## src/rtl/eth_rx_mem_writer_if.sv

```systemverilog
`default_nettype none
// ============================================================================
// Module   : eth_rx_mem_writer_if
// Brief    : Config, byte-stream, PicoRV32 native memory and status bundle
//            for the Ethernet RX memory writer.
// Revision : 1.0
// ============================================================================
interface eth_rx_mem_writer_if #(
    parameter int LEN_W  = 16,
    parameter int ADDR_W = 32
) ();
    logic              cfg_start;
    logic [ADDR_W-1:0] cfg_base_addr;
    logic [LEN_W-1:0]  cfg_max_len;

    logic [7:0]        s_data;
    logic              s_valid;
    logic              s_last;
    logic              s_ready;

    logic              mem_valid;
    logic              mem_instr;
    logic              mem_ready;
    logic [ADDR_W-1:0] mem_addr;
    logic [31:0]       mem_wdata;
    logic [3:0]        mem_wstrb;
    logic [31:0]       mem_rdata;

    logic              done;
    logic [LEN_W-1:0]  byte_count;
    logic              overflow;

    // Writer side: consumes config and stream, initiates memory writes.
    modport master (
        input  cfg_start, cfg_base_addr, cfg_max_len,
        input  s_data, s_valid, s_last,
        input  mem_ready, mem_rdata,
        output s_ready,
        output mem_valid, mem_instr, mem_addr, mem_wdata, mem_wstrb,
        output done, byte_count, overflow
    );

    // Environment side: CPU config, RX source and memory responder.
    modport slave (
        output cfg_start, cfg_base_addr, cfg_max_len,
        output s_data, s_valid, s_last,
        output mem_ready, mem_rdata,
        input  s_ready,
        input  mem_valid, mem_instr, mem_addr, mem_wdata, mem_wstrb,
        input  done, byte_count, overflow
    );
endinterface
`default_nettype wire

```

## src/rtl/eth_rx_mem_writer.sv

```systemverilog
`default_nettype none
// ============================================================================
// Module   : eth_rx_mem_writer
// Brief    : Packs an RX byte stream big-endian into 32-bit words and writes
//            them to memory over the PicoRV32 native bus. Define
//            ETH_RX_BYTE_STRB_EN for exact strobes on a final partial word.
// Revision : 1.0
// ============================================================================
module eth_rx_mem_writer #(
    parameter int LEN_W  = 16,
    parameter int ADDR_W = 32
) (
    input  wire logic            clk,
    input  wire logic            rst,
    eth_rx_mem_writer_if.master  bus
);

    typedef enum logic [2:0] {
        ST_IDLE    = 3'd0,
        ST_COLLECT = 3'd1,
        ST_WRITE   = 3'd2,
        ST_GAP     = 3'd3,
        ST_DONE    = 3'd4
    } state_t;

    state_t            r_state;
    state_t            w_next;

    logic [ADDR_W-1:0] r_addr;
    logic [LEN_W-1:0]  r_max_len;
    logic [LEN_W-1:0]  r_byte_count;
    logic              r_overflow;
    logic [1:0]        r_lane;
    logic [31:0]       r_buf;
    logic              r_last;

    logic              w_accept;
    logic              w_store;
    logic              w_drop;
    logic              w_s_ready;
    logic              w_mem_valid;
    logic              w_done;
    logic [3:0]        w_wstrb;
    logic              w_unused;

    assign w_accept = (r_state == ST_COLLECT) && bus.s_valid;
    assign w_store  = w_accept && (r_byte_count != r_max_len);
    assign w_drop   = w_accept && (r_byte_count == r_max_len);

    always_ff @(posedge clk or posedge rst) begin
        if (rst) begin
            r_state <= ST_IDLE;
        end else begin
            r_state <= w_next;
        end
    end

    always_comb begin
        w_next      = r_state;
        w_s_ready   = 1'b0;
        w_mem_valid = 1'b0;
        w_done      = 1'b0;
        case (r_state)
            ST_IDLE: begin
                if (bus.cfg_start) begin
                    w_next = ST_COLLECT;
                end
            end
            ST_COLLECT: begin
                w_s_ready = 1'b1;
                // r_lane == 0 means the buffer is empty while collecting.
                if (w_store && (r_lane == 2'd3)) begin
                    w_next = ST_WRITE;
                end else if (w_accept && bus.s_last) begin
                    w_next = (w_store || (r_lane != 2'd0)) ? ST_WRITE : ST_DONE;
                end
            end
            ST_WRITE: begin
                w_mem_valid = 1'b1;
                if (bus.mem_ready) begin
                    w_next = ST_GAP;
                end
            end
            ST_GAP: begin
                w_next = r_last ? ST_DONE : ST_COLLECT;
            end
            ST_DONE: begin
                w_done = 1'b1;
                w_next = ST_IDLE;
            end
            default: begin
                w_next = ST_IDLE;
            end
        endcase
    end

`ifdef ETH_RX_BYTE_STRB_EN
    // In WRITE, r_lane counts filled lanes modulo 4; zero means a full word.
    always_comb begin
        case (r_lane)
            2'd1:    w_wstrb = 4'h8;
            2'd2:    w_wstrb = 4'hC;
            2'd3:    w_wstrb = 4'hE;
            default: w_wstrb = 4'hF;
        endcase
    end
`else
    assign w_wstrb = 4'hF;
`endif

    always_ff @(posedge clk or posedge rst) begin
        if (rst) begin
            r_addr       <= '0;
            r_max_len    <= '0;
            r_byte_count <= '0;
            r_overflow   <= 1'b0;
            r_lane       <= 2'd0;
            r_buf        <= 32'd0;
            r_last       <= 1'b0;
        end else begin
            case (r_state)
                ST_IDLE: begin
                    if (bus.cfg_start) begin
                        r_addr       <= {bus.cfg_base_addr[ADDR_W-1:2], 2'b00};
                        r_max_len    <= bus.cfg_max_len;
                        r_byte_count <= '0;
                        r_overflow   <= 1'b0;
                        r_lane       <= 2'd0;
                        r_buf        <= 32'd0;
                        r_last       <= 1'b0;
                    end
                end
                ST_COLLECT: begin
                    if (w_store) begin
                        case (r_lane)
                            2'd0:    r_buf[31:24] <= bus.s_data;
                            2'd1:    r_buf[23:16] <= bus.s_data;
                            2'd2:    r_buf[15:8]  <= bus.s_data;
                            default: r_buf[7:0]   <= bus.s_data;
                        endcase
                        r_lane       <= r_lane + 2'd1;
                        r_byte_count <= r_byte_count + LEN_W'(1);
                    end
                    if (w_drop) begin
                        r_overflow <= 1'b1;
                    end
                    if (w_accept && bus.s_last) begin
                        r_last <= 1'b1;
                    end
                end
                ST_WRITE: begin
                    if (bus.mem_ready) begin
                        r_addr <= r_addr + ADDR_W'(4);
                    end
                end
                ST_GAP: begin
                    r_buf  <= 32'd0;
                    r_lane <= 2'd0;
                end
                default: begin
                end
            endcase
        end
    end

    assign bus.s_ready    = w_s_ready;
    assign bus.mem_valid  = w_mem_valid;
    assign bus.mem_instr  = 1'b0;
    assign bus.mem_addr   = r_addr;
    assign bus.mem_wdata  = r_buf;
    assign bus.mem_wstrb  = w_mem_valid ? w_wstrb : 4'h0;
    assign bus.done       = w_done;
    assign bus.byte_count = r_byte_count;
    assign bus.overflow   = r_overflow;

    assign w_unused = ^{bus.mem_rdata, bus.cfg_base_addr[1:0]};

endmodule
`default_nettype wire

```

## src/flat_wrapper.sv

```systemverilog
// flat-port wrapper written by rule: the top's interface ports become plain ports
module eth_rx_mem_writer_flat 
#(
    parameter int LEN_W  = 16,
    parameter int ADDR_W = 32
)
  (clk, rst, bus_cfg_start, bus_cfg_base_addr, bus_cfg_max_len, bus_s_data, bus_s_valid, bus_s_last, bus_mem_ready, bus_mem_rdata, bus_s_ready, bus_mem_valid, bus_mem_instr, bus_mem_addr, bus_mem_wdata, bus_mem_wstrb, bus_done, bus_byte_count, bus_overflow);
  eth_rx_mem_writer_if #(.LEN_W(LEN_W), .ADDR_W(ADDR_W)) bus_i ();
  input  wire logic clk;
  input  wire logic rst;
  input wire logic [$bits(bus_i.cfg_start)-1:0] bus_cfg_start;
  input wire logic [$bits(bus_i.cfg_base_addr)-1:0] bus_cfg_base_addr;
  input wire logic [$bits(bus_i.cfg_max_len)-1:0] bus_cfg_max_len;
  input wire logic [$bits(bus_i.s_data)-1:0] bus_s_data;
  input wire logic [$bits(bus_i.s_valid)-1:0] bus_s_valid;
  input wire logic [$bits(bus_i.s_last)-1:0] bus_s_last;
  input wire logic [$bits(bus_i.mem_ready)-1:0] bus_mem_ready;
  input wire logic [$bits(bus_i.mem_rdata)-1:0] bus_mem_rdata;
  output wire logic [$bits(bus_i.s_ready)-1:0] bus_s_ready;
  output wire logic [$bits(bus_i.mem_valid)-1:0] bus_mem_valid;
  output wire logic [$bits(bus_i.mem_instr)-1:0] bus_mem_instr;
  output wire logic [$bits(bus_i.mem_addr)-1:0] bus_mem_addr;
  output wire logic [$bits(bus_i.mem_wdata)-1:0] bus_mem_wdata;
  output wire logic [$bits(bus_i.mem_wstrb)-1:0] bus_mem_wstrb;
  output wire logic [$bits(bus_i.done)-1:0] bus_done;
  output wire logic [$bits(bus_i.byte_count)-1:0] bus_byte_count;
  output wire logic [$bits(bus_i.overflow)-1:0] bus_overflow;
  assign bus_i.cfg_start = bus_cfg_start;
  assign bus_i.cfg_base_addr = bus_cfg_base_addr;
  assign bus_i.cfg_max_len = bus_cfg_max_len;
  assign bus_i.s_data = bus_s_data;
  assign bus_i.s_valid = bus_s_valid;
  assign bus_i.s_last = bus_s_last;
  assign bus_i.mem_ready = bus_mem_ready;
  assign bus_i.mem_rdata = bus_mem_rdata;
  assign bus_s_ready = bus_i.s_ready;
  assign bus_mem_valid = bus_i.mem_valid;
  assign bus_mem_instr = bus_i.mem_instr;
  assign bus_mem_addr = bus_i.mem_addr;
  assign bus_mem_wdata = bus_i.mem_wdata;
  assign bus_mem_wstrb = bus_i.mem_wstrb;
  assign bus_done = bus_i.done;
  assign bus_byte_count = bus_i.byte_count;
  assign bus_overflow = bus_i.overflow;
  eth_rx_mem_writer #(.LEN_W(LEN_W), .ADDR_W(ADDR_W)) u_core (.clk(clk), .rst(rst), .bus(bus_i));
endmodule
```

## config.mk

```make
export PLATFORM = sky130hd
export DESIGN_NAME = eth_rx_mem_writer_flat
export DESIGN_NICKNAME = d
export VERILOG_FILES = /design/src/rtl/eth_rx_mem_writer_if.sv /design/src/rtl/eth_rx_mem_writer.sv /design/src/flat_wrapper.sv
export SDC_FILE = /design/constraint.sdc
export NUM_CORES = 1
export LEC_CHECK = 0
export ABC_AREA = 1
export BUFFER_PORTS_ARGS = -buffer_cell sky130_fd_sc_hd__buf_2
export CAP_MARGIN = 10
export CELL_PAD_IN_SITES_DETAIL_PLACEMENT = 0
export CELL_PAD_IN_SITES_GLOBAL_PLACEMENT = 1
export CORE_AREA = 5 5 133 135
export CTS_CLUSTER_DIAMETER = 50
export DETAILED_ROUTE_END_ITERATION = 10
export DIE_AREA = 0 0 138 140
export PLACE_DENSITY_LB_ADDON = 0.3
export SETUP_SLACK_MARGIN = 0.4
export SKIP_LAST_GASP = 1
export SYNTH_ARGS = -nofsm -noshare
export SYNTH_HDL_FRONTEND = slang
export SYNTH_SLANG_ARGS = --single-unit
```

## constraint.sdc

```tcl
create_clock -name clk -period 4.24 [get_ports clk]
set_input_delay 0.424 -clock clk [delete_from_list [all_inputs] [get_ports clk]]
set_output_delay 0.424 -clock clk [all_outputs]
set_load 0.05 [all_outputs]
```

## Word level (Yosys, flattened, before mapping)

Index checks and enable logic that the tools add are counted.

- Register bits: 103
- Bits of input ports: 94
- Output and inout port bits: 89
- Word-level logic and storage cells: 89

- Add/subtract/negate cells: 3
- Equality and inequality tests: 19
- Multiplexer cells: 32
- Reduce and logical (&&, ||, !) cells: 24

Operators by type and width:

| cell | count |
|---|---|
| two-way mux 32 bit | 4 |
| case mux 32 bit (3 select lines) | 1 |
| case mux 32 bit (2 select lines) | 1 |
| adder 32 x 3 -> 32 bit (second input constant) | 1 |
| two-way mux 16 bit | 2 |
| two-way mux 8 bit | 4 |
| case mux 16 bit (2 select lines) | 1 |
| two-way mux 3 bit | 6 |
| AND reduction 3 bit | 6 |
| adder 16 x 1 -> 16 bit (second input constant) | 1 |
| equality test 16 bit | 1 |
| inequality test 16 bit | 1 |
| AND reduction 4 bit | 4 |
| inequality test 2 bit (second input constant) | 7 |
| case mux 3 bit (4 select lines) | 1 |
| equality test 3 x 2 -> 1 bit (second input constant) | 2 |
| two-way mux 1 bit | 6 |
| case mux 2 bit (3 select lines) | 1 |
| nonzero test 2 bit | 3 |
| logical AND 1 bit | 5 |
| equality test 2 bit (second input constant) | 2 |
| two-way mux 2 bit | 2 |
| two-way mux 4 bit | 1 |
| inequality test 2 x 1 -> 1 bit (second input constant) | 2 |
| 12 further kinds | 13 |

## Depth between registers and ports, before layout

Gate-level depths: netlist (run 1).

- Depth after elaboration: 8
- Gate-level depth with buffers: 13
- Mapped depth without buffers: 13

## Least setup slack after synthesis (run 1)

Ideal clock, no wire load.

- Kind: register to output
- Start point: register u_core.r_state[0]
- End point: output port bus_mem_wstrb[0]
- Data arrival time: 1.790 ns
- Data required time: 3.816 ns
- Setup slack: 2.026 ns
- Stages on the path, launching flop included: 6
- Cell sequence: dfrtp_1 -> inv_1 -> nand2_1 -> nor2_4 -> clkbuf_1 -> buf_4

- Longest elaborated chain between the ends: 3

Ends and longest elaborated chain:

| item | line | text |
|---|---|---|
| start: declaration | eth_rx_mem_writer.sv:26 | `state_t r_state;` |
| start signal: assignment | eth_rx_mem_writer.sv:54 | `r_state <= w_next;` |
| equality test 3 x 2 -> 1 bit | eth_rx_mem_writer.sv:63 | `case (r_state)` |
| two-way mux 1 bit | eth_rx_mem_writer.sv:63 |  |
| via bus_mem_valid | flat_wrapper.sv:20 | `output wire logic [$bits(bus_i.mem_valid)-1:0] bus_mem_valid;` |
| two-way mux 4 bit | eth_rx_mem_writer.sv:171 | `assign bus.mem_wstrb = w_mem_valid ? w_wstrb : 4'h0;` |
| end: declaration | flat_wrapper.sv:24 | `output wire logic [$bits(bus_i.mem_wstrb)-1:0] bus_mem_wstrb;` |

The timed path passes the listed nets, and every way through them passes these cells.

## Final worst setup path (run 1)

- Start point: register u_core.r_state[0]
- End point: output port bus_s_ready

- Longest elaborated chain between the ends: 2

Ends and longest elaborated chain:

| item | line | text |
|---|---|---|
| equality test 3 x 1 -> 1 bit | eth_rx_mem_writer.sv:63 |  |
| two-way mux 1 bit | eth_rx_mem_writer.sv:63 |  |
| end: declaration | flat_wrapper.sv:19 | `output wire logic [$bits(bus_i.s_ready)-1:0] bus_s_ready;` |

Every way passes these cells.

==> results of run 1 <==
## kinds of logic (layout without fill, tap and decap cells)
kind of cell | Yosys count | after routing | synth area share
and+or+nand+nor | 458 | 458 | 0.3497
buffers and inverters | 142 | 269 | 0.1033
AOI/OAI and AO/OA | 110 | 110 | 0.09851
DFF | 101 | 101 | 0.4243
adders and majority gates | 7 | 7 | 0.01470
xor gates and xnor gates | 6 | 6 | 0.008822
other | 1 | 3 | 0.0006295
## layout by cell type (no fill, tap or decap), types with 11 or more instances in the layout
| master | n |
|---|---|
| buf_2 | 145 |
| nand4_1 | 55 |
| a21oi_1 | 28 |
| dfrtp_1 | 101 |
| inv_1 | 92 |
| o21ai_0 | 56 |
| nor2_1 | 43 |
| nand2_1 | 266 |
| nand3_1 | 42 |
| nor3_1 | 18 |
| inv_2 | 11 |
## power breakdown
part           internal (mW)  switching [mW]  leakage, nW  total (mW)
clock network          0.405           0.397        0.138       0.801
registers               1.30           0.318         1.29        1.62
logic                  0.694            2.23         2.33        2.92
total                   2.40            2.94         3.76        5.35
## registers in the layout (all words and copies together), names as in the netlist
register               cells
u_core.r_state             3
u_core.bus.overflow        1
u_core.bus.mem_addr       30
u_core.bus.mem_wdata      32
u_core.bus.byte_count     16
u_core.r_last              1
u_core.r_lane              2
u_core.r_max_len          16
## per-stage QoR
stage	hold WS (ps)	cells	worst slack [ps]	instance area [µm²]	power [mW]
after CTS	101.2	1174	1689	7047	5.403
after floorplan	514.9	827	1169	5964	3.943
after detailed placement	454.2	1158	1895	6773	4.591
after global routing	135.9	1174	1522	7047	5.771
after global placement	451.7	1158	1899	6773	4.567
final	91.58	1174	1726	7047	5.345
## layer usage
metal,track usage,up-vias,share of wire
li1,-,2932,-
met1,0.2500,2628,0.48
met2,0.2695,141,0.45
met3,0.03476,18,0.049
met4,0.05200,4,0.014
met5,0,-,0.0012
## final timing paths
path                            cells after the start                                    to                                  from  slack, ps
worst max-delay path                                5                           bus_s_ready         u_core.r_state[0]$_DFFE_PP0P_       1730
worst min-delay path                                2   u_core.bus.mem_addr[31]$_DFFE_PP0P_                                   rst         90
worst max register to register                      7   u_core.bus.mem_addr[11]$_DFFE_PP0P_         u_core.r_state[1]$_DFFE_PP0P_       1890
worst min register to register                      2  u_core.bus.mem_wdata[24]$_DFFE_PP0P_  u_core.bus.mem_wdata[24]$_DFFE_PP0P_        470
max in group asynchronous                           3      u_core.r_max_len[13]$_DFFE_PP0P_                                   rst       3220
min in group clk                                    3       u_core.r_max_len[7]$_DFFE_PP0P_                    bus_cfg_max_len[7]        270
## cell type report
class                      count  area (µm²)  share of cell area
clock buffer                  10       229.0             0.03249
tap                          220       275.3             0.03906
inverter                     104       392.9             0.05575
multi-input combinational    584        2821              0.4004
timing repair buffer         149       755.7              0.1072
sequential                   101        2527              0.3587
clock inverter                 6       45.04            0.006392
## worst register-to-register path, stage by stage, from the launching register on
cell	delay, ps
dfrtp_1	440
nor3_1	280
nand2_1	370
nand2_2	350
buf_4	380
o21ai_1	160
a21oi_1	140
a2bb2oi_1	150
==> reports/results.tsv, run 1 <==
metric	value	unit
outcome	finished clean	
grt_use_total	0.1749	
clock_sinks	101	
drive_above_1_share	0.2138	
fmax	397.7	MHz
synth_top_area_frac	0.4243	
drv_slew	0	
required	3820	ps
maxCapViolations	0	
start_util	0.3644	
drcViolationCount	0	
critPathKind	reg -> out	
worst_pin_slew	845.4	ps
final_util	0.4310	
die_h	140	µm
hold_class	in -> async	
finalClockSkew	11.88	ps
powerDensity	758.6	nW/µm²
arrival	2090	ps
drtIter0Drc	501	
syn_avg_cell_area	7.221	µm²
nets	1050	
fin_crit	2514	ps
synth_edf_count	0	
synth_seq_cells	101	
detail-route-antenna-nets	0	
core_area	16350	µm²
synthCells	825	
die_w	138	µm
ys_async_sr_fraction	1.000	
worstSetupStartpointType	register	
synth_area_leaders	dfrtp_1 (42%), nand2_1 (17%), inv_1 (5.9%), nand4_1 (5.8%), o21ai_0 (4.7%)	
tritoncts	done	
synth_cell_types	38	
cts-resized-gates	0	
num_antenna_cells	0	
grt_pass1_wl	28.06	mm
io_buffers	145	
crit_chain	inv_1 -> nor2_1 -> nand2_2 -> inv_1 -> buf_2	
ir_drop	263.1	µV
cp_slowest_cell	inv_1	
htreeDepth	3	
fillers	1758	
finalSetupViolCount	0	
ys.flop_type	dfrtp_1	
critPathMostFrequentCell	inv_1	
period_share	0.5930	
via_per_inst	4.875	
gp_congestion	0.8611	
hold_buffers	0	
synth_most_common_cell	nand2_1	
cpLargestDelayFamily	buffers and inverters	
clk_pin_slew	80	ps
cp-end-kind	primary output	
critPathBufInv	3	
die-area	19320	µm²
routedWlPerCell	14.43	µm
slowest_delay	530	ps
fp-row-count	47	
cts_buffers	9	
syn-cell-area	5957	µm²
relSlewSlack	0.4358	
rsz0062_at_grt	no	
synth_warnings	0	
io_pins	183	
crit_fanout	19	
yosys.area.top_type	dfrtp_1	
insertion_delay	350	ps
overflow	0	
hold_viol	0	
yosys-top-cells-count	nand2_1 (266), dfrtp_1 (101), inv_1 (93)	
grt_start_max_net_pins	59	
yosysSeqAreaShare	0.4243	
p_leak	3.763	nW
setup_tns	0	ps
cts_setup_buffers	0	
antenna_found_initial	2	
grt_pass1_vias	5470	
first_pass_iters	5	
route.vias.total	5723	
max-clock-path-buffers	2	
cts-root-buf	clkbuf_16	
syn2layout_area_growth	18.29	%
dp_hpwl	12.36	mm
wl	16.94	mm
Power figures use the tool's default switching activity.
==> inputs of run 2 (changes only) <==
Clock period 4.24 ns to 2.4 ns, I/O delays scaled along.
==> run 2 against run 1 <==
Against the previous run: the flow now finishes with violations (hold timing); non-clock buffer count up 10; combinational power grew 85%; via count up 1.7%; register-to-register slack got worse by 1400 ps; worst hold slack lost 120 ps; core utilization up 1.2 points; cell count is 0.85% higher; largest power group unchanged; sequential cell count is the same; highest routed layer unchanged; cell area is 2.9% higher; sequential power increased by 77%; power grew 82%; global-route usage shrank 0.089 points.
==> reports/results.tsv, run 2 (same netlist as run 1, synthesis figures left out) <==
metric	value	unit	change
fillers	1733		was 1758
clock_sinks	101		unchanged
maxCapViolations	0		unchanged
ir_drop	478.0	µV	was 263.1 µV
slowest_delay	440	ps	was 530 ps
hold_class	in -> async		unchanged
drv_slew	0		unchanged
largest_register_ffs	32		unchanged
num_antenna_cells	0		unchanged
final_cells	1184		was 1174
p_leak	3.833	nW	was 3.763 nW
setup_tns	0	ps	unchanged
routedWlPerCell	14.43	µm	about the same
dp.cells	1163		was 1158
gp_congestion	0.8353		was 0.8611
crit_fanout	6		was 19
route.vias.total	5818		was 5723
drive_above_1_share	0.2324		was 0.2138
overflow	0		unchanged
mostFrequentLayoutCell	nand2_1		unchanged
first_pass_iters	5		unchanged
grt_use_total	0.1741		was 0.1749
detail-route-antenna-nets	0		unchanged
crit_chain	nor2_1 -> nand2_2 -> inv_1 -> buf_2		was inv_1 -> nor2_1 -> nand2_2 -> inv_1 -> buf_2
insertion_delay	350	ps	about the same
grt_start_max_net_pins	71		was 59
outcome	finished, violations left		was finished clean
cp_slowest_cell	dfrtp_1		was inv_1
clk_pin_slew	80	ps	about the same
fp-row-count	47		unchanged
hold_ws	-27.15	ps	was 91.58 ps
worst_pin_slew	785.5	ps	was 845.4 ps
die_h	140	µm	unchanged
fin_crit	1918	ps	
io_pins	183		unchanged
drtIter0Drc	529		was 501
tritoncts	done		unchanged
syn2layout_area_growth	21.68	%	was 18.29%
final_util	0.4434		was 0.4310
wl	17.09	mm	was 16.94 mm
powerDensity	1343	nW/µm²	was 758.6 nW/µm²
r2r_slack	500	ps	was 1890 ps
io_buffers	145		unchanged
critPathBufInv	2		was 3
grt_pass1_vias	5517		was 5470
grt_pass1_wl	27.97	mm	was 28.06 mm
cts_buffers	9		unchanged
arrival	1680	ps	was 2090 ps
die_w	138	µm	unchanged
hold_viol	15		was 0
antenna_found_initial	2		unchanged
fmax	521.3	MHz	
die-area	19320	µm²	unchanged
hold_buffers	0		unchanged
worstSetupStartpointType	register		unchanged
cpLargestDelayFamily	buffers and inverters		unchanged
layout_common_cells	nand2_1 (264), buf_2 (144), dfrtp_1 (96)		was nand2_1 (266), buf_2 (145), dfrtp_1 (101)
nets	1060		was 1050
max-clock-path-buffers	2		unchanged
cp-end-kind	primary output		unchanged
finalSetupViolCount	0		unchanged
critPathKind	reg -> out		unchanged
start_util	0.3644		unchanged
core_area	16350	µm²	unchanged
drcViolationCount	0		unchanged
period_share	0.7993		
rsz0062_at_grt	yes		was no
multi_input_area	2855	µm²	was 2821 µm²
finalClockSkew	11.16	ps	was 11.88 ps
required	2160	ps	was 3820 ps
via_per_inst	4.914		was 4.875
htreeDepth	3		unchanged
violations	hold timing		
dp_hpwl	12.21	mm	was 12.36 mm
place_ws	431.2	ps	was 1895 ps
relSlewSlack	0.4715		was 0.4358
cts-root-buf	clkbuf_16		unchanged
fin_ws	481.8	ps	was 1726 ps
regArea	2534	µm²	was 2527 µm²
-- run 2: cell count changes in the layout (fill, tap and decap cells not counted), sizes merged --
cell	previous run	this run
buf	149	157
clkbuf	10	11
clkinvlp	0	1
-- run 2: tightest hold or removal path, delay by kind of cell --
kind                   cells  cell delay [ps]
buffers and inverters      3              490
-- run 2: worst paths after layout --
kind | from | to | cells after the start
min | rst | u_core.bus.mem_wdata[8]$_DFFE_PP0P_ | 3
max | u_core.r_state[1]$_DFFE_PP0P_ | bus_s_ready | 4
max reg2reg | u_core.bus.byte_count[0]$_DFFE_PP0P_ | u_core.bus.mem_wdata[16]$_DFFE_PP0P_ | 12
min in group clk | bus_cfg_max_len[4] | u_core.r_max_len[4]$_DFFE_PP0P_ | 3
max in group asynchronous | rst | u_core.bus.mem_addr[14]$_DFFE_PP0P_ | 3
min reg2reg | u_core.bus.mem_wdata[26]$_DFFE_PP0P_ | u_core.bus.mem_wdata[26]$_DFFE_PP0P_ | 2
-- run 2: power breakdown --
group          switching, mW  total [mW]  internal [mW]
Combinational           4.02        5.39           1.37
Clock                  0.741        1.48          0.740
Sequential             0.560        2.86           2.30
-- run 2: metrics by stage --
stage                     area, µm²  power [mW]  hold WS (ps)
after global placement         6849       8.152         393.3
after CTS                      7147       9.691        0.4686
after detailed placement       6849       8.170         386.4
final                          7248       9.734        -27.15
after global routing           7248       10.51         3.338
after floorplan                5969       6.968         361.0
-- run 2: per-layer routing --
| layer | GRT usage | up-vias | wire, µm |
|---|---|---|---|
| li1 | - | 2955 | - |
| met1 | 0.2413 | 2684 | 8186 |
| met2 | 0.2747 | 154 | 7720 |
| met3 | 0.03817 | 21 | 931 |
| met4 | 0.05096 | 4 | 229 |
| met5 | 0 | - | 21 |
-- run 2: cell type report --
type	count	share of cell area
inverter	104	0.05438
clock inverter	7	0.01001
timing repair buffer	159	0.1231
sequential	101	0.3496
multi-input combinational	584	0.3939
clock buffer	9	0.03107
tap	220	0.03798
-- run 2: repair_timing --
item	4_1_cts	5_1_grt
endpoints found under the setup margin	0	61
buffers inserted	0	4
resized for setup	0	14
